[src/rtl/gauss_result_collector.sv]
// ============================================================================
// gauss_result_collector
//
// Purpose:
//   Rejoin point of the two Gauss functional units. Results from FU0 and FU1
//   are pushed into a small shared FIFO (up to two pushes per cycle, FU0
//   always ahead of FU1). One entry per cycle is drained into a running-sum
//   accumulator and an entry counter. Once both units report their last
//   element and nothing is buffered or in flight, the block raises done.
//
// Parameters:
//   DEPTH  FIFO entries (power of two, >= 4)
//   ACC_W  accumulator width in bits (>= 17)
//
// Ports:
//   clk     in   clock, all state changes on the rising edge
//   preset  in   asynchronous active-low reset
//   start   in   one-cycle pulse; clears acc/count/ovf/done/FIFO, enters RUN
//   res0    in   [15:0] FU0 result
//   valid0  in   res0 valid this cycle
//   last0   in   level; FU0 has produced its final result
//   res1    in   [15:0] FU1 result
//   valid1  in   res1 valid this cycle
//   last1   in   level; FU1 has produced its final result
//   stall   out  FIFO cannot guarantee room for two pushes
//   acc     out  [ACC_W-1:0] running sum of drained results
//   count   out  [7:0] number of drained results, wraps at 256
//   ovf     out  sticky; a push was dropped (or the sum saturated)
//   done    out  level; job complete
//
// Build option:
//   COLLECTOR_SATURATE_EN  when defined, acc clamps at 2^ACC_W-1 and the
//                          first clamped addition sets ovf. When undefined
//                          (default), acc wraps modulo 2^ACC_W and wrap does
//                          not touch ovf.
// ============================================================================
module gauss_result_collector #(
    parameter int DEPTH = 4,
    parameter int ACC_W = 24
) (
    input  logic             clk,
    input  logic             preset,
    input  logic             start,
    input  logic [15:0]      res0,
    input  logic             valid0,
    input  logic             last0,
    input  logic [15:0]      res1,
    input  logic             valid1,
    input  logic             last1,
    output logic             stall,
    output logic [ACC_W-1:0] acc,
    output logic [7:0]       count,
    output logic             ovf,
    output logic             done
);

    // Pointer width indexes the storage; occupancy needs one extra bit so
    // that a completely full FIFO (occ == DEPTH) is representable.
    localparam int PW = $clog2(DEPTH);
    localparam int OW = PW + 1;

    typedef enum logic [1:0] {
        IDLE = 2'd0,
        RUN  = 2'd1,
        DONE = 2'd2
    } state_t;

    state_t         state;
    logic [15:0]    mem [DEPTH];
    logic [PW-1:0]  wp;
    logic [PW-1:0]  rp;
    logic [OW-1:0]  occ;

    logic           in_run;
    logic           pop;
    logic [15:0]    head;
    logic [OW-1:0]  free;
    logic           push0;
    logic           push1;
    logic           drop;
    logic [PW-1:0]  slot1;
    logic [OW-1:0]  occ_next;
    logic [PW-1:0]  wp_next;
    logic [ACC_W-1:0] acc_next;
    logic           sat;
    logic           finish_job;

`ifdef COLLECTOR_SATURATE_EN
    logic [ACC_W:0] sum_ext;
`endif

    // stall is derived from the registered occupancy only, so it lags the
    // occupancy change by one cycle; FUs sample it before issuing.
    assign stall = (occ > OW'(DEPTH - 2));

    // Push/pop decisions for the current cycle. The slot freed by a pop in
    // this cycle is available to the pushes in the same cycle. When only a
    // single slot is free, FU0 wins and FU1's result is dropped.
    always_comb begin
        in_run   = (state == RUN);
        pop      = in_run && (occ != '0);
        head     = mem[rp];
        free     = OW'(DEPTH) - occ + {{(OW-1){1'b0}}, pop};
        push0    = in_run && valid0 && (free != '0);
        push1    = in_run && valid1 && (free > {{(OW-1){1'b0}}, push0});
        drop     = in_run && ((valid0 && !push0) || (valid1 && !push1));
        slot1    = wp + PW'(push0);
        wp_next  = wp + PW'(push0) + PW'(push1);
        occ_next = occ + {{(OW-1){1'b0}}, push0} + {{(OW-1){1'b0}}, push1}
                       - {{(OW-1){1'b0}}, pop};
        finish_job = in_run && last0 && last1 && (occ == '0) && !valid0 && !valid1;
    end

    // Accumulator update for a popped head. The saturating build detects the
    // carry out of the widened sum and clamps to all ones.
    always_comb begin
`ifdef COLLECTOR_SATURATE_EN
        sum_ext = {1'b0, acc} + {{(ACC_W-15){1'b0}}, head};
        if (sum_ext[ACC_W]) begin
            acc_next = '1;
            sat      = pop;
        end else begin
            acc_next = sum_ext[ACC_W-1:0];
            sat      = 1'b0;
        end
`else
        acc_next = acc + {{(ACC_W-16){1'b0}}, head};
        sat      = 1'b0;
`endif
    end

    // FIFO storage. No reset is needed: an entry is only ever read after it
    // has been written, and reset/start simply rewind the pointers.
    always_ff @(posedge clk) begin
        if (!start) begin
            if (push0) begin
                mem[wp] <= res0;
            end
            if (push1) begin
                mem[slot1] <= res1;
            end
        end
    end

    // Control FSM with all outputs registered. start beats every other event
    // in its cycle, including pushes and pops, and always lands in RUN with a
    // clean FIFO and cleared result registers.
    always_ff @(posedge clk or negedge preset) begin
        if (!preset) begin
            state <= IDLE;
            wp    <= '0;
            rp    <= '0;
            occ   <= '0;
            acc   <= '0;
            count <= '0;
            ovf   <= 1'b0;
            done  <= 1'b0;
        end else if (start) begin
            state <= RUN;
            wp    <= '0;
            rp    <= '0;
            occ   <= '0;
            acc   <= '0;
            count <= '0;
            ovf   <= 1'b0;
            done  <= 1'b0;
        end else begin
            case (state)
                IDLE: begin
                end
                RUN: begin
                    wp  <= wp_next;
                    occ <= occ_next;
                    if (pop) begin
                        rp    <= rp + PW'(1);
                        acc   <= acc_next;
                        count <= count + 8'd1;
                    end
                    if (drop || sat) begin
                        ovf <= 1'b1;
                    end
                    if (finish_job) begin
                        state <= DONE;
                        done  <= 1'b1;
                    end
                end
                DONE: begin
                    // Results arriving after completion are lost.
                    if (valid0 || valid1) begin
                        ovf <= 1'b1;
                    end
                end
                default: begin
                    state <= IDLE;
                end
            endcase
        end
    end

endmodule

[config.mk]
export PLATFORM = sky130hd
export DESIGN_NAME = gauss_result_collector
export DESIGN_NICKNAME = d
export VERILOG_FILES = /design/src/rtl/gauss_result_collector.sv
export SDC_FILE = /design/constraint.sdc
export NUM_CORES = 1
export LEC_CHECK = 0
export CORE_ASPECT_RATIO = 1.4
export CORE_MARGIN = 2
export CORE_UTILIZATION = 58
export DETAILED_ROUTE_END_ITERATION = 16
export DONT_BUFFER_PORTS = 1
export PLACE_DENSITY_LB_ADDON = 0.15
export SYNTH_ARGS = -nofsm -noshare
export SYNTH_HDL_FRONTEND = slang
export SYNTH_SLANG_ARGS = --single-unit
export TNS_END_PERCENT = 1
[constraint.sdc]
create_clock -name clk -period 4 [get_ports clk]
set_input_delay 0.4 -clock clk [delete_from_list [all_inputs] [get_ports clk]]
set_output_delay 0.4 -clock clk [all_outputs]
set_load 0.02 [all_outputs]
==> results.json, run 1 <==
{
  "max_freq_ghz": 0.2750,
  "syn_to_final_growth_pct": 8.180,
  "cp_slowest_cell": "dfrtp_1",
  "nets": 542,
  "synthArstFlopShare": 0.4019,
  "utilization": 0.6500,
  "synth_top_cell_area_share": 0.3213,
  "synth_top_cell_by_area": "edfxtp_1",
  "portBuffers": 0,
  "fin_crit_sh": 0.9089,
  "synth_top_cells_by_area": "edfxtp_1, dfrtp_1, mux2_2",
  "die_area_mm2": 0.01115,
  "final_common_cell": "mux2_2",
  "crit_top_cell": "ha_1",
  "tightestPinTransition_ns": 1.151,
  "cts.sinks": 107,
  "status": "finished clean",
  "max_stage_delay_ns": 0.41,
  "sw_frac_of_total": 0.3927,
  "max-slew-margin-rel": 0.2284,
  "crit_type": "flop to flop",
  "grt_remaining_overflow": 0,
  "drt-vias-per-instance": 6.221,
  "required_ns": 4.10,
  "synth_nets": 534,
  "finalPower_mw": 4.686,
  "post_drt_wl_per_cell_um": 20.33,
  "ys_types": 52,
  "grt_max_degree": 44,
  "rsz0062_at_grt": "false",
  "crit_fanout": 16,
  "layout-drive-gt1-share": 0.2557,
  "vias": 3832,
  "htreeDepth": 3,
  "fillers": 748,
  "hold_viol": 0,
  "place.gp.congestion": 0.8434,
  "ys_ff_latch": 107,
  "fin_cells": 616,
  "antenna_cells": 0,
  "leakage_nw": 2.461,
  "final_cell_mix": "mux2_2, edfxtp_1, dfrtp_1, nor2_1, nand2_1",
  "die_x_um": 89.82,
  "syn_area_per_cell_um2": 12.75,
  "p_int_mw": 2.846,
  "clkSlewWorstSetupHoldPaths_ns": 0.07,
  "drv_cap": 0,
  "p_per_area_mw_per_mm2": 724.3,
  "drv_slew": 0,
  "ff_latch_area_mm2": 0.002998,
  "antenna_left": 0,
  "fin_setup_tns_ns": 0,
  "cts_buffer_depth": 2,
  "synth_cells": 469,
  "cts_tree": "done",
  "grt_pass1_wl_um": 20240,
  "cts_root_buf": "clkbuf_16",
  "synth_area_mm2": 0.005981,
  "multi_input_area_mm2": 0.002854,
  "crit_chain": "nor3_2, nand2b_1, ha_1, inv_1, ha_1, xor2_1, nor2_1, nand2_1, nand3_1, inv_1, ha_1, nor4_4, buf_4, mux2_2",
  "antenna_found_initial": 0,
  "pwr-share-seq": 0.368,
  "grt_usage": 0.2354,
  "fp.coreArea_mm2": 0.009953,
  "switchingPower_mw": 1.840,
  "die-height_um": 124.2,
  "grt_pass1_vias": 4075,
  "wl_um": 12520,
  "pin_count": 74,
  "drc": 0,
  "drt_pass1_iterations": 4,
  "synthFlopType": "edfxtp_1",
  "max-vdd-ir-drop_mv": 0.3140,
  "period_needed_ns": 3.636,
  "synth_edf_count": 64,
  "ys_warn_count": 0,
  "arrival_ns": 3.73,
  "clock_power_share": 0.172,
  "placed_cells": 599,
  "end_kind": "flop",
  "hold_class": "input port to flop",
  "rows": 43,
  "drt_iter0_drc": 159,
  "cts_made_buffers": 9,
  "start_kind": "flop",
  "ys_seq_area_frac": 0.5013,
  "start_util": 0.6009,
  "hpwl_um": 8962,
  "clock_skew_ns": 0.005607,
  "pwr-share-comb": 0.460,
  "insertion_delay_ns": 0.35,
  "setup_viol": 0
}
[path summary, 6_finish.rpt]
kind,startpoint,to,slack (ns),cells past startpoint
max in group asynchronous,preset,rp[1],3.26,2
hold reg to reg,state[0],state[1],0.59,2
min in group asynchronous,preset,occ[2],0.52,2
setup reg to reg,occ[0],mem[2][13],0.36,14
setup / recovery,occ[0],mem[2][13],0.36,14
hold / removal,start,wp[0],0.11,1
[logic make-up after synthesis]
| logic type | share of synthesized area |
|---|---|
| buffers and inverters | 0.02448 |
| flip-flops | 0.5013 |
| XOR/XNOR | 0.04247 |
| adder cells (fa/ha/maj) | 0.05816 |
| multiplexers | 0.1826 |
| AO/OA/AOI/OAI | 0.09812 |
| AND/OR/NAND/NOR | 0.09289 |
[cell usage after synthesis, drive strengths merged, types with 2 or more instances]
cell type / number
xnor2: 14
nor2: 28
inv: 11
a22o: 16
fa: 3
o22ai: 2
and2: 2
ha: 23
nand3: 15
xor2: 15
a21o: 4
a21oi: 24
dfrtp: 43
clkbuf: 6
nand2: 27
o31ai: 2
and3: 6
o41ai: 2
or3: 5
o211ai: 2
nand4: 5
mux2: 65
o21a: 2
nor4: 3
o21ai: 21
a211oi: 4
a31oi: 4
nand2b: 5
nor3: 7
buf: 14
edfxtp: 64
mux4: 16
[final cells by class]
class / count / area share
Tap cell: 135 / 0.02611
Timing Repair Buffer: 17 / 0.02205
Multi-Input combinational cell: 331 / 0.4411
Inverter: 11 / 0.006382
Clock inverter: 6 / 0.006188
Clock buffer: 9 / 0.03481
Sequential cell: 107 / 0.4634
[power groups by stage]
stage               registers [mW]  clock network (mW)  logic [mW]
global placement              1.74                   0        2.08
finish                        1.72               0.806        2.16
CTS                           1.73               0.826        2.16
global route                  1.76               0.867        2.38
detailed placement            1.75                   0        2.12
floorplan                     1.67                   0        1.73
[stage by stage]
stage / setup WS [ns] / instance area (um2) / hold WS, ns
2_1_floorplan: 0.1607 / 5981 / 0.1044
3_3_place_gp: 0.4303 / 6170 / 0.1056
3_5_place_dp: 0.2810 / 6170 / 0.1054
4_1_cts: 0.2439 / 6465 / 0.1029
5_1_grt: 0.1015 / 6470 / 0.1058
6_report: 0.3643 / 6470 / 0.1110
[critical path, delay by kind of cell, from the launching register on]
kind / cells / cell delay (ns)
flip-flops: 1 / 0.41
XOR/XNOR: 1 / 0.14
AND/OR/NAND/NOR: 6 / 1.27
multiplexers: 1 / 0.38
buffers and inverters: 3 / 0.43
adder cells (fa/ha/maj): 3 / 0.74
[repair_timing]
action,in CTS,in global routing
setup buffers,0,0
resized for setup,0,1
endpoints found under the hold margin,43,0
setup endpoints to repair,0,16
hold buffers,2,0
[layer usage]
metal | up-vias | wire length, um | GRT usage
li1 | 1796 | - | -
met3 | 29 | 615 | 0.04658
met1 | 1902 | 4763 | 0.2584
met5 | - | 0 | 0
met4 | 0 | 339 | 0.1163
met2 | 105 | 6806 | 0.4389
[flip-flops by register name, summed over array words and instances, names as in the netlist]
name	count
acc	24
count	8
done	1
mem	64
occ	3
ovf	1
rp	2
state	2
wp	2
No activity file was read; power rests on OpenSTA's default activity.
==> run 2, diff against run 1 <==
- CORE_UTILIZATION: 58 -> 51
- DONT_BUFFER_PORTS: 1 -> unset
==> run 2 against run 1 <==
Sequential share of layout area shrank 4.6 points. Global-route usage shrank 1.0 points. Sequential cell count is the same. Sequential power shrank 6%.
==> results.json, run 2 (same netlist as run 1, synthesis figures left out) <==
{
  "cts.sinks": 107,
  "finalPower_mw": 4.927,
  "antenna_found_initial": 0,
  "status": "finished clean",
  "grt_pass1_vias": 4309,
  "post_drt_wl_per_cell_um": 19.02,
  "antenna_cells": 0,
  "leakage_nw": 2.731,
  "antenna_left": 0,
  "hold_class": "input port to asynchronous set/reset pin",
  "grt_remaining_overflow": 0,
  "required_ns": 4.04,
  "max_stage_delay_ns": 0.42,
  "rows": 46,
  "insertion_delay_ns": 0.35,
  "clkSlewWorstSetupHoldPaths_ns": 0.07,
  "vias": 4098,
  "place.gp.congestion": 0.8372,
  "fillers": 874,
  "fin_setup_tns_ns": 0,
  "drv_cap": 0,
  "drt_iter0_drc": 217,
  "cts_resized": 0,
  "drc": 0,
  "start_util": 0.5248,
  "nets": 615,
  "start_kind": "flop",
  "rsz0062_at_grt": "false",
  "drt_pass1_iterations": 4,
  "htreeDepth": 3,
  "fp.coreArea_mm2": 0.01140,
  "cts_root_buf": "clkbuf_16",
  "rr_worst_depth": 16,
  "crit_type": "flop to flop",
  "die_x_um": 95.52,
  "crit_fanout": 17,
  "cts_made_buffers": 9,
  "die-height_um": 132.1,
  "final_cell_mix": "clkdlybuf4s50_1, mux2_2, edfxtp_1, dfrtp_1",
  "period_needed_ns": 3.691,
  "hold_viol": 0,
  "top_regs": "mem: 64 flops, acc: 24 flops, count: 8 flops",
  "cp_slowest_cell": "dfrtp_1",
  "grt_usage": 0.2253,
  "die_area_mm2": 0.01262,
  "multi_input_area_mm2": 0.002849,
  "pin_count": 74,
  "cts_tree": "done",
  "max_freq_ghz": 0.2709,
  "r2r_start": "occ[0]",
  "crit_chain": "nor3_1, buf_4, nand2b_1, ha_1, inv_1, ha_1, xor2_1, nor2_1, nand2_1, nand3_1, inv_1, ha_1, nor4_4, buf_4, a21o_1, buf_4",
  "clock_skew_ns": 0.008461,
  "drt-vias-per-instance": 5.871,
  "setup_viol": 0,
  "grt_max_degree": 44,
  "hold_ws_ns": 0.2104,
  "hpwl_um": 9308,
  "max-vdd-ir-drop_mv": 0.3039,
  "hold_buffers": 0,
  "post_cts_buffers": 0,
  "arrival_ns": 3.73,
  "top_register": "mem",
  "final_common_cell": "clkdlybuf4s50_1",
  "portBuffers": 73,
  "tightestPinTransition_ns": 1.018,
  "p_per_area_mw_per_mm2": 686.2,
  "syn_to_final_growth_pct": 20.06,
  "ff_latch_area_mm2": 0.002998,
  "ff2ff_setup_slack_ns": 0.31,
  "max-slew-margin-rel": 0.3211,
  "cts_buffer_depth": 2,
  "r2r-end": "mem[0][13]",
  "drv_slew": 0,
  "wl_um": 13280,
  "layout-drive-gt1-share": 0.2238,
  "fin_crit_sh": 0.9228,
  "end_kind": "flop",
  "utilization": 0.6301,
  "largest_register_ffs": 64,
  "grt_pass1_wl_um": 21750
}
-- run 2: cell type report --
type / count / share of cell area
multi-input cells: 331 / 0.3968
well taps: 144 / 0.02509
repair buffers: 90 / 0.1188
flip-flops and latches: 107 / 0.4175
clock inverters: 5 / 0.004182
clock buffers: 10 / 0.03189
inverters: 11 / 0.005750
-- run 2: worst max path at each step --
| stage | start | endpoint | depth (start not counted) |
|---|---|---|---|
| after CTS | occ[0] | mem[0][11] | 16 |
| after detailed placement | occ[0] | mem[0][10] | 16 |
| final | occ[0] | mem[0][13] | 16 |
| after global placement | occ[0] | mem[0][9] | 16 |
| after floorplan | occ[0] | mem[1][0] | 10 |
| after global routing | occ[0] | mem[3][5] | 17 |
-- run 2: stage by stage --
| step | worst slack (ns) | area, um2 | instances |
|---|---|---|---|
| after floorplan | 0.1607 | 5981 | 469 |
| after global placement | 0.4613 | 6922 | 683 |
| after detailed placement | 0.3865 | 6922 | 683 |
| after CTS | 0.3428 | 7181 | 698 |
| after global routing | 0.005663 | 7181 | 698 |
| final | 0.3087 | 7181 | 698 |
-- run 2: critical path: cells and delay by family (launching register included) --
kind,cells,cell delay [ns]
AOI/OAI and AO/OA,1,0.12
xor gates and xnor gates,1,0.14
adders and majority gates,3,0.76
buffers and inverters,5,0.81
DFF,1,0.42
and+or+nand+nor,6,1.11
-- run 2: metal layers --
layer | global-route usage | vias up | wire, um | part of all wire
met2 | 0.4071 | 98 | 7208 | 0.54
met4 | 0.07698 | 0 | 267 | 0.020
met5 | 0 | - | 0 | 0
met3 | 0.03316 | 17 | 475 | 0.036
li1 | - | 1946 | - | -
met1 | 0.2672 | 2037 | 5325 | 0.40
-- run 2: power by group --
group	switching [mW]	leakage (nW)	internal, mW
registers	0.153	1.16	1.46
logic	1.37	1.44	1.13
clock network	0.398	0.126	0.417
